## src/rtl/uart_pkg.sv

```systemverilog
// Shared UART definitions: FSM state encoding, default divisor width, line idle level.
package uart_pkg;

  localparam int DIV_WIDTH_DEF = 16;
  localparam logic LINE_IDLE = 1'b1;

  localparam logic [2:0] ST_IDLE   = 3'd0;
  localparam logic [2:0] ST_START  = 3'd1;
  localparam logic [2:0] ST_DATA   = 3'd2;
  localparam logic [2:0] ST_PARITY = 3'd3;
  localparam logic [2:0] ST_STOP   = 3'd4;

  typedef enum logic [2:0] {
    S_IDLE   = ST_IDLE,
    S_START  = ST_START,
    S_DATA   = ST_DATA,
    S_PARITY = ST_PARITY,
    S_STOP   = ST_STOP
  } tx_state_e;

endpackage

```

## src/rtl/uart_baud_cnt.sv

```systemverilog
// Loadable bit-period counter: counts 0..div_i-1 while enabled and pulses tc_o on the last cycle.
module uart_baud_cnt
  import uart_pkg::*;
#(
  parameter int DIV_WIDTH = DIV_WIDTH_DEF
) (
  input  logic                 clk_i,
  input  logic                 rst_i,
  input  logic                 clr_i,
  input  logic                 en_i,
  input  logic [DIV_WIDTH-1:0] div_i,
  output logic                 tc_o
);

  logic [DIV_WIDTH-1:0] cnt_q, cnt_d;

  assign tc_o = en_i & (cnt_q == (div_i - DIV_WIDTH'(1)));

  always_comb begin
    cnt_d = cnt_q;
    if (clr_i) begin
      cnt_d = '0;
    end else if (en_i) begin
      cnt_d = tc_o ? '0 : cnt_q + DIV_WIDTH'(1);
    end
  end

  always_ff @(posedge clk_i or posedge rst_i) begin
    if (rst_i) begin
      cnt_q <= '0;
    end else begin
      cnt_q <= cnt_d;
    end
  end

endmodule

```

## src/rtl/uart_tx_fifo_drain.sv

```systemverilog
// UART transmitter popping words from a FIFO with asynchronous read and sending them LSB first.
// Optional parity bit between data and stop is enabled by defining UART_TX_PARITY_EN.
module uart_tx_fifo_drain
  import uart_pkg::*;
#(
  parameter int DATA_WIDTH = 8,
  parameter int DIV_WIDTH  = DIV_WIDTH_DEF
`ifdef UART_TX_PARITY_EN
  ,
  parameter bit PARITY_ODD = 1'b0
`endif
) (
  input  logic                  clk_i,
  input  logic                  rst_i,
  input  logic                  tx_en_i,
  input  logic [DIV_WIDTH-1:0]  clk_div_i,
  input  logic                  fifo_empty_i,
  input  logic [DATA_WIDTH-1:0] fifo_rd_data_i,
  output logic                  fifo_rd_en_o,
  output logic                  tx_o,
  output logic                  busy_o
);

  localparam int BIT_W = (DATA_WIDTH > 1) ? $clog2(DATA_WIDTH) : 1;
  localparam logic [BIT_W-1:0] LAST_BIT = BIT_W'(DATA_WIDTH - 1);

  tx_state_e             state_q, state_d;
  logic                  tx_q, tx_d;
  logic [DATA_WIDTH-1:0] shift_q, shift_d;
  logic [BIT_W-1:0]      bit_q, bit_d;
  logic [DIV_WIDTH-1:0]  div_q, div_d;
`ifdef UART_TX_PARITY_EN
  logic                  parity_q, parity_d;
`endif
  logic                  pop;
  logic                  tc;

  // Reset is folded in so no pop can be seen by the FIFO while the transmitter is held.
  assign pop          = (state_q == S_IDLE) & tx_en_i & ~fifo_empty_i & ~rst_i;
  assign fifo_rd_en_o = pop;
  assign tx_o         = tx_q;
  assign busy_o       = (state_q != S_IDLE);

  uart_baud_cnt #(
    .DIV_WIDTH (DIV_WIDTH)
  ) u_baud (
    .clk_i (clk_i),
    .rst_i (rst_i),
    .clr_i (pop),
    .en_i  (state_q != S_IDLE),
    .div_i (div_q),
    .tc_o  (tc)
  );

  always_comb begin
    state_d  = state_q;
    tx_d     = tx_q;
    shift_d  = shift_q;
    bit_d    = bit_q;
    div_d    = div_q;
`ifdef UART_TX_PARITY_EN
    parity_d = parity_q;
`endif
    case (state_q)
      S_IDLE: begin
        if (pop) begin
          state_d  = S_START;
          tx_d     = 1'b0;
          shift_d  = fifo_rd_data_i;
          bit_d    = '0;
          div_d    = (clk_div_i == '0) ? DIV_WIDTH'(1) : clk_div_i;
`ifdef UART_TX_PARITY_EN
          parity_d = (^fifo_rd_data_i) ^ PARITY_ODD;
`endif
        end
      end
      S_START: begin
        if (tc) begin
          state_d = S_DATA;
          tx_d    = shift_q[0];
        end
      end
      S_DATA: begin
        if (tc) begin
          if (bit_q == LAST_BIT) begin
`ifdef UART_TX_PARITY_EN
            state_d = S_PARITY;
            tx_d    = parity_q;
`else
            state_d = S_STOP;
            tx_d    = LINE_IDLE;
`endif
          end else begin
            shift_d = shift_q >> 1;
            tx_d    = shift_d[0];
            bit_d   = bit_q + BIT_W'(1);
          end
        end
      end
`ifdef UART_TX_PARITY_EN
      S_PARITY: begin
        if (tc) begin
          state_d = S_STOP;
          tx_d    = LINE_IDLE;
        end
      end
`endif
      S_STOP: begin
        if (tc) begin
          state_d = S_IDLE;
        end
      end
      default: begin
        state_d = S_IDLE;
        tx_d    = LINE_IDLE;
      end
    endcase
  end

  always_ff @(posedge clk_i or posedge rst_i) begin
    if (rst_i) begin
      state_q  <= S_IDLE;
      tx_q     <= LINE_IDLE;
      shift_q  <= '0;
      bit_q    <= '0;
      div_q    <= '0;
`ifdef UART_TX_PARITY_EN
      parity_q <= 1'b0;
`endif
    end else begin
      state_q  <= state_d;
      tx_q     <= tx_d;
      shift_q  <= shift_d;
      bit_q    <= bit_d;
      div_q    <= div_d;
`ifdef UART_TX_PARITY_EN
      parity_q <= parity_d;
`endif
    end
  end

endmodule

```

## config.mk

```make
export PLATFORM = sky130hd
export DESIGN_NAME = uart_tx_fifo_drain
export DESIGN_NICKNAME = d
export VERILOG_FILES = /design/src/rtl/uart_pkg.sv /design/src/rtl/uart_baud_cnt.sv /design/src/rtl/uart_tx_fifo_drain.sv
export SDC_FILE = /design/constraint.sdc
export NUM_CORES = 1
export LEC_CHECK = 0
export ABC_AREA = 1
export CORE_MARGIN = 3
export CORE_UTILIZATION = 55
export CTS_BUF_LIST = sky130_fd_sc_hd__clkbuf_8
export DETAILED_ROUTE_END_ITERATION = 10
export GPL_TIMING_DRIVEN = 1
export PLACE_DENSITY = 0.88
export SLEW_MARGIN = 20
export SYNTH_ARGS = -nofsm -noshare
export SYNTH_HDL_FRONTEND = slang
export SYNTH_HIERARCHICAL = 1
export SYNTH_SLANG_ARGS = --single-unit
```

## constraint.sdc

```tcl
create_clock -name clk_i -period 2.71 [get_ports clk_i]
set_input_delay 0.6775 -clock clk_i [delete_from_list [all_inputs] [get_ports clk_i]]
set_output_delay 0.6775 -clock clk_i [all_outputs]
set_load 0.01 [all_outputs]
```

# Yosys cells after proc, flatten, opt, wreduce, memory -nomap -nowiden
# Index checks and enable logic that the tools add are counted.
[totals]
reg_bits = 47
inputBits = 28
out_inout_bits = 3
[classes]
add_sub_neg = 3
eq_ne = 11
muxes = 23
bitwise_logic = 7
reduce_logical = 9
[op_table]
columns = ["operator", "count"]
rows = [
  ["two-way mux 16 bit", 4],
  ["two-way mux 3 bit", 8],
  ["two-way mux 8 bit", 3],
  ["adder 16 x 1 -> 16 bit (second input constant)", 1],
  ["equality test 16 bit", 1],
  ["zero test 16 bit", 1],
  ["one-hot mux 8 bit (2 select lines)", 1],
  ["subtractor 16 x 1 -> 16 bit (second input constant)", 1],
  ["one-hot mux 3 bit (4 select lines)", 1],
  ["AND reduction 4 bit", 2],
  ["equality test 3 bit (second input constant)", 2],
  ["!= test 2 x 1 -> 1 bit (second input constant)", 3],
  ["!= test 2 bit (second input constant)", 3],
  ["one-hot mux 3 bit (2 select lines)", 1],
  ["AND reduction 5 bit", 1],
  ["AND 1 bit", 4],
  ["two-way mux 1 bit", 4],
  ["one-hot mux 1 bit (4 select lines)", 1],
  ["nonzero test 2 bit", 2],
  ["adder 3 x 1 -> 3 bit (second input constant)", 1],
  ["equality test 3 x 1 -> 1 bit (second input constant)", 1],
  ["equality test 3 x 2 -> 1 bit (second input constant)", 1],
  ["zero test 3 bit", 1],
  ["inverter 1 bit", 3],
  ["2 further kinds", 2],
]

# Depth between registers and ports, before layout
# Gate-level depths: netlist (run 1).
[depth]
ltp_word = 6
depth_mapped = 20
ltp_nobuf = 19

# Hierarchy
# The synthesis (run 1) kept the hierarchy.
[by_module_without_submodules]
columns = ["mod", "n_inst", "cells_each", "area_each_um2", "seq_area_each_um2"]
rows = [
  ["uart_baud_cnt", 1, 246, 1606.5, 400.4],
  ["uart_tx_fifo_drain", 1, 199, 1577.8, 777.0],
]

# Least setup slack after synthesis (run 1)
# Ideal clock, no wire load.
[synth_timing]
path_type = "flip-flop to flip-flop"
from = "register div_q[0]"
to = "register shift_q[7]"
arrival_time_ns = 2.084
required_ns = 2.593
slack_ns = 0.509
stages_incl_launch_ff = 19
n_path_buf = 1
period_less_slack_ns = 2.201
cell_sequence = "dfrtp_1 > inv_2 > ha_1 > nand3_4 > nor2_4 > nand3b_1 > nand2_1 > nand3_1 > nor2_1 > nand3_2 > inv_1 > inv_1 > nand3_1 > nand2_4 > inv_6 > nand2_4 > buf_6 > nand2_1 > nand2_1"
[synth_via]
elab_chain_cells = 5
[synth_lines]
columns = ["element", "line_no", "source"]
rows = [
  ["start, declared", "uart_tx_fifo_drain.sv:31", "logic [DIV_WIDTH-1:0] div_q, div_d;"],
  ["start signal, assigned", "uart_tx_fifo_drain.sv:135", "div_q <= div_d;"],
  ["subtractor 16 x 1 -> 16 bit", "uart_baud_cnt.sv:17", "assign tc_o = en_i & (cnt_q == (div_i - DIV_WIDTH'(1)));"],
  ["equality test 16 bit", "uart_baud_cnt.sv:17", ""],
  ["AND 1 bit", "uart_baud_cnt.sv:17", ""],
  ["via tc", "uart_tx_fifo_drain.sv:36", "logic tc;"],
  ["!= test 2 x 1 -> 1 bit (no line)", "--", ""],
  ["AND reduction 4 bit (no line)", "--", ""],
  ["end signal, assigned", "uart_tx_fifo_drain.sv:133", "shift_q <= shift_d;"],
  ["end, declared", "uart_tx_fifo_drain.sv:29", "logic [DATA_WIDTH-1:0] shift_q, shift_d;"],
]
# The timed path passes the listed nets, and every way through them passes these cells.
# A chain may end at the register's enable or synchronous reset.

# Worst setup path after layout (run 1)
[layout_timing]
from = "input port rst_i"
to = "output port fifo_rd_en_o"
[layout_via]
elab_chain_cells = 2
[layout_lines]
columns = ["element", "line_no", "source"]
rows = [
  ["start, declared", "uart_tx_fifo_drain.sv:14", "input logic rst_i,"],
  ["inverter 1 bit", "uart_tx_fifo_drain.sv:39", "assign pop = (state_q == S_IDLE) & tx_en_i & ~fifo_empty_i & ~rst_i;"],
  ["AND 1 bit", "uart_tx_fifo_drain.sv:39", ""],
  ["end, declared", "uart_tx_fifo_drain.sv:19", "output logic fifo_rd_en_o,"],
]
# Every way passes these cells.

==> results of run 1 <==
## stage by stage
stage | setup WS (ns) | cells | area [sq um]
4_1_cts | 0.0229 | 549 | 3660
3_3_place_gp | 0.0999 | 541 | 3540
2_1_floorplan | 0.509 | 445 | 3180
6_report | 0.0796 | 549 | 3660
5_1_grt | 0.00733 | 549 | 3660
3_5_place_dp | 0.0265 | 541 | 3540
## repair_timing
action	CTS	global route
setup endpoints to repair	0	11
hold buffers	0	0
resized for setup	0	2
## synth_stat cells (all sizes together), types with 3 or more instances
library cell,number
dfrtp,46
nor2,47
nand3,35
xor2,15
nand4,9
nand2,165
o21ai,33
inv,56
buf,7
xnor2,9
or2,3
ha,4
nand3b,5
clkbuf,4
a21oi,4
## final timing paths
path	startpoint	end	slack (ns)	cells past startpoint
max in group asynchronous	rst_i	u_baud/cnt_q[2]	1.39	3
min	shift_q[3]	shift_q[3]	0.48	2
min reg2reg	shift_q[3]	shift_q[3]	0.48	2
min in group asynchronous	rst_i	u_baud/cnt_q[7]	0.92	3
max reg2reg	div_q[0]	state_q[1]	0.24	18
max	rst_i	fifo_rd_en_o	0.08	5
## logic make-up (layout without fill, tap and decap cells)
kind of cell / count (synthesis) / count (layout) / share of synthesized area [%]
buf+inv: 67 / 99 / 9.00
compound gates: 37 / 37 / 7.23
xor+xnor: 24 / 24 / 6.60
fa+ha+maj: 4 / 4 / 1.57
simple gates: 266 / 266 / 38.6
flops: 47 / 47 / 37.0
## registers in the layout, summed over array words and instances (netlist names)
signal	cells
div_q	16
u_baud/cnt_q	16
shift_q	8
bit_q	3
state_q	3
tx_o	1
## worst max-delay path, delay by kind of cell
| family | cells | cell delay (ns) |
|---|---|---|
| AND/OR/NAND/NOR | 2 | 0.22 |
| buffers and inverters | 3 | 1.05 |
## area by class of cell
cell class	instances	area share [%]
multi-input cells	331	47.1
flip-flops and latches	47	32.2
repair buffers	35	9.23
inverters	56	5.88
well taps	72	2.46
clock buffers	5	1.88
clock inverters	3	1.26
## metal layers
layer,vias up,share of wire (%)
li1,1441,-
met1,1329,42
met2,59,52
met3,16,3.5
met4,0,2.2
met5,-,0
## power groups by stage
stage | Combinational [uW] | Clock (uW) | Sequential (uW)
after global routing | 2000 | 575 | 1220
after CTS | 1760 | 543 | 1180
after floorplan | 1460 | 0 | 1110
final | 1770 | 533 | 1190
after global placement | 1670 | 0 | 1190
after detailed placement | 1730 | 0 | 1190
==> results.md, run 1 <==
- Port buffering added 30 buffers.
- The H-tree was split into 2 levels.
- The power density over cell area is 954 nW/um^2.
- For this block, the initial DRC count from the detailed router was 212.
- The routing usage on met1 is between 20% and 30%.
- The total number of clock tree sinks is 47.
- The met3 usage in global routing is 4.23%.
- The die area is 6740 sq um.
- Counting stages on the worst path, the most repeated cell is sky130_fd_sc_hd__clkdlybuf4s50_1.
- The number of hold violations in the final report is 0.
- The footprint of the multi-input gates is 1730 sq um.
- The synthesized design spends more area on one cell type than any other, namely sky130_fd_sc_hd__dfrtp_1.
- The initial core utilization is between 50 and 60%.
- Global routing finished with a remaining overflow of 0.
- The number of fill cells is 471.
- The class of the worst hold path is register to register.
- The final critical delay including setup and external delays is between 2 and 3 ns.
- For this run, the number of Yosys warnings is 6.
- Setup repair after global routing left no endpoint under its margin.
- The mean routed wirelength per cell is 12.5 um.
- After global routing, the most crowded layer is met2.
- The run finished with clean final reports.
- The final net count is approximately 510.
- The top-area cell type share of the netlist area is a little over a third.
- The buffer cell driving the clock tree root is sky130_fd_sc_hd__clkbuf_8.
- Leaving out fill and tap cells, the most frequent cell in the layout is sky130_fd_sc_hd__nand2_1.
- The placeable core area is approximately 5500 sq um.
- The clock network latency to the later pin of the worst-skew pair is 0.30 ns.
- Of the synthesized area, sequential elements account for 37.0%.
- The combinational cell fraction of total power is 50.7%.
- The analysis attributes to net switching a power of roughly 1600 uW.
- The cell count after synthesis came out at 445.
- In this run the remaining antenna-violating nets after routing total 0.
- On the final layout, the worst clock skew is 0.00778 ns.
- Cells fill 66.1% of the core in the end.
- Dividing the synthesized area by the synthesized cell count gives 7.16 sq um.
- The proportion of synthesized flip-flops having asynchronous set or reset is 100%.
- The data required time of the worst path is 2.03 ns.
- The longest clock path from root to sink contains 2 buffers.
- In this run, synthesis produced a sequential element count of 47.
- The pin slew with the least headroom to its limit is about 0.62 ns.
- The worst setup path is of the primary input to primary output kind.
- Entering global routing, the biggest net connects 32 pins.
- Post-CTS timing repair inserted 0 buffers for setup.
- Along the worst path, the maximum fanout reaches 2.
- The arrival time at the worst endpoint is 1.95 ns.
- The die is 82.1 um wide.
- Traced cell by cell, the critical path runs through clkdlybuf4s50_1 > nor2_2 > nand3_2 > inv_1 > clkdlybuf4s50_1.
- Routability-driven placement finished with a final weighted congestion of approximately 0.9.
- The worst setup path is launched from a primary input.
- For the final routed database, the setup TNS stands at 0 ns.
- The final route contains 2845 vias.
- In the routed design, unresolved DRC markers number 0.
- Yosys mapped the design onto 36 distinct sky130hd cell types.
- The number of max-slew violations in the final report was 0.
- VDD sags by at most 0.601 mV.
- Hold timing on the final database bottoms out at a slack of 0.479 ns.
- Across the run, the number of max-cap violations was 0.
- Cell internal power was estimated by the tool at 1850 uW.
- In this run the cell area of the synthesized design comes to between 3000 and 4000 sq um.
- The via count of the first global-routing pass is 2696.
- The initial antenna violation count is 0.
- The largest incremental delay on the critical path is 0.54 ns.
- Counting flops with a built-in enable in the synthesized netlist gives 0.
- The design draws between 3000 and 4000 uW.
- The via density per instance is between 5 and 6.
- For met2 alone, demand over resource in global routing was 39.3%.
- The die height is 82.1 um.
- The clock transition at the registers of the reported paths is 0.09 ns.
- The HPWL after detailed placement is roughly 5.2 mm.
- The clock tree from TritonCTS is built.
- Measured against its own limit, the worst slew margin works out to 58.6%.
- Relative to the synthesized area, the layout overhead comes to 15.0%.
- Across every metal layer, demand over resource in global routing totals 21.7%.
- Synthesis produced a netlist with a net count of 477.
- Of the total power, the share spent switching nets is 47.1%.
- The achievable frequency is between 0.3 and 0.4 GHz.
- The final clock period utilization by the worst path is 97.1%.
- The initialized floorplan defines 27 standard-cell rows.
- 0 antenna diodes ended up in the layout.
- The worst setup path is captured at a primary output.
- During I/O placement, the number of pins put on the boundary was 31.
- The first-pass detailed-route iteration total is 4.
- Among all flip-flop cells after synthesis, the most frequent one is sky130_fd_sc_hd__dfrtp_1.
- Yosys attributes the largest share of cell area to sky130_fd_sc_hd__dfrtp_1 36%, sky130_fd_sc_hd__nand2_1 18%, sky130_fd_sc_hd__inv_1 5.8%.
- The clock network burns 15.3% of the power.
- The final setup violation count is 0.
- The first global-routing pass estimated around 11 mm of wire.
- Across the whole layout, storage elements account for between 1000 and 1500 sq um.
- The leakage power figure is 0.00186 uW.
- The cell with the largest stage delay on the worst path is sky130_fd_sc_hd__clkdlybuf4s50_1.
- The number of clock buffers added by TritonCTS is 5.
- The sequential share of power is 34.0%.
- After detailed routing, the total wire length is 6.88 mm.
- Cells with a size suffix above 1 make up 12.4% of the layout.
- The top cell types in the final layout, fill and taps aside, are 154 x sky130_fd_sc_hd__nand2_1, 49 x sky130_fd_sc_hd__inv_1, 46 x sky130_fd_sc_hd__dfrtp_1.
Power figures use the tool's default switching activity.
==> run 2, diff against run 1 <==
- CTS_CLUSTER_DIAMETER: not set -> 30
==> results of run 2 <==
Final layout, timing and power as in run 1 (identical DEF).
==> run 3, diff against run 2 <==
- CTS_CLUSTER_SIZE: not set -> 8
==> results of run 3 <==
Final layout, timing and power as in run 1 (identical DEF).
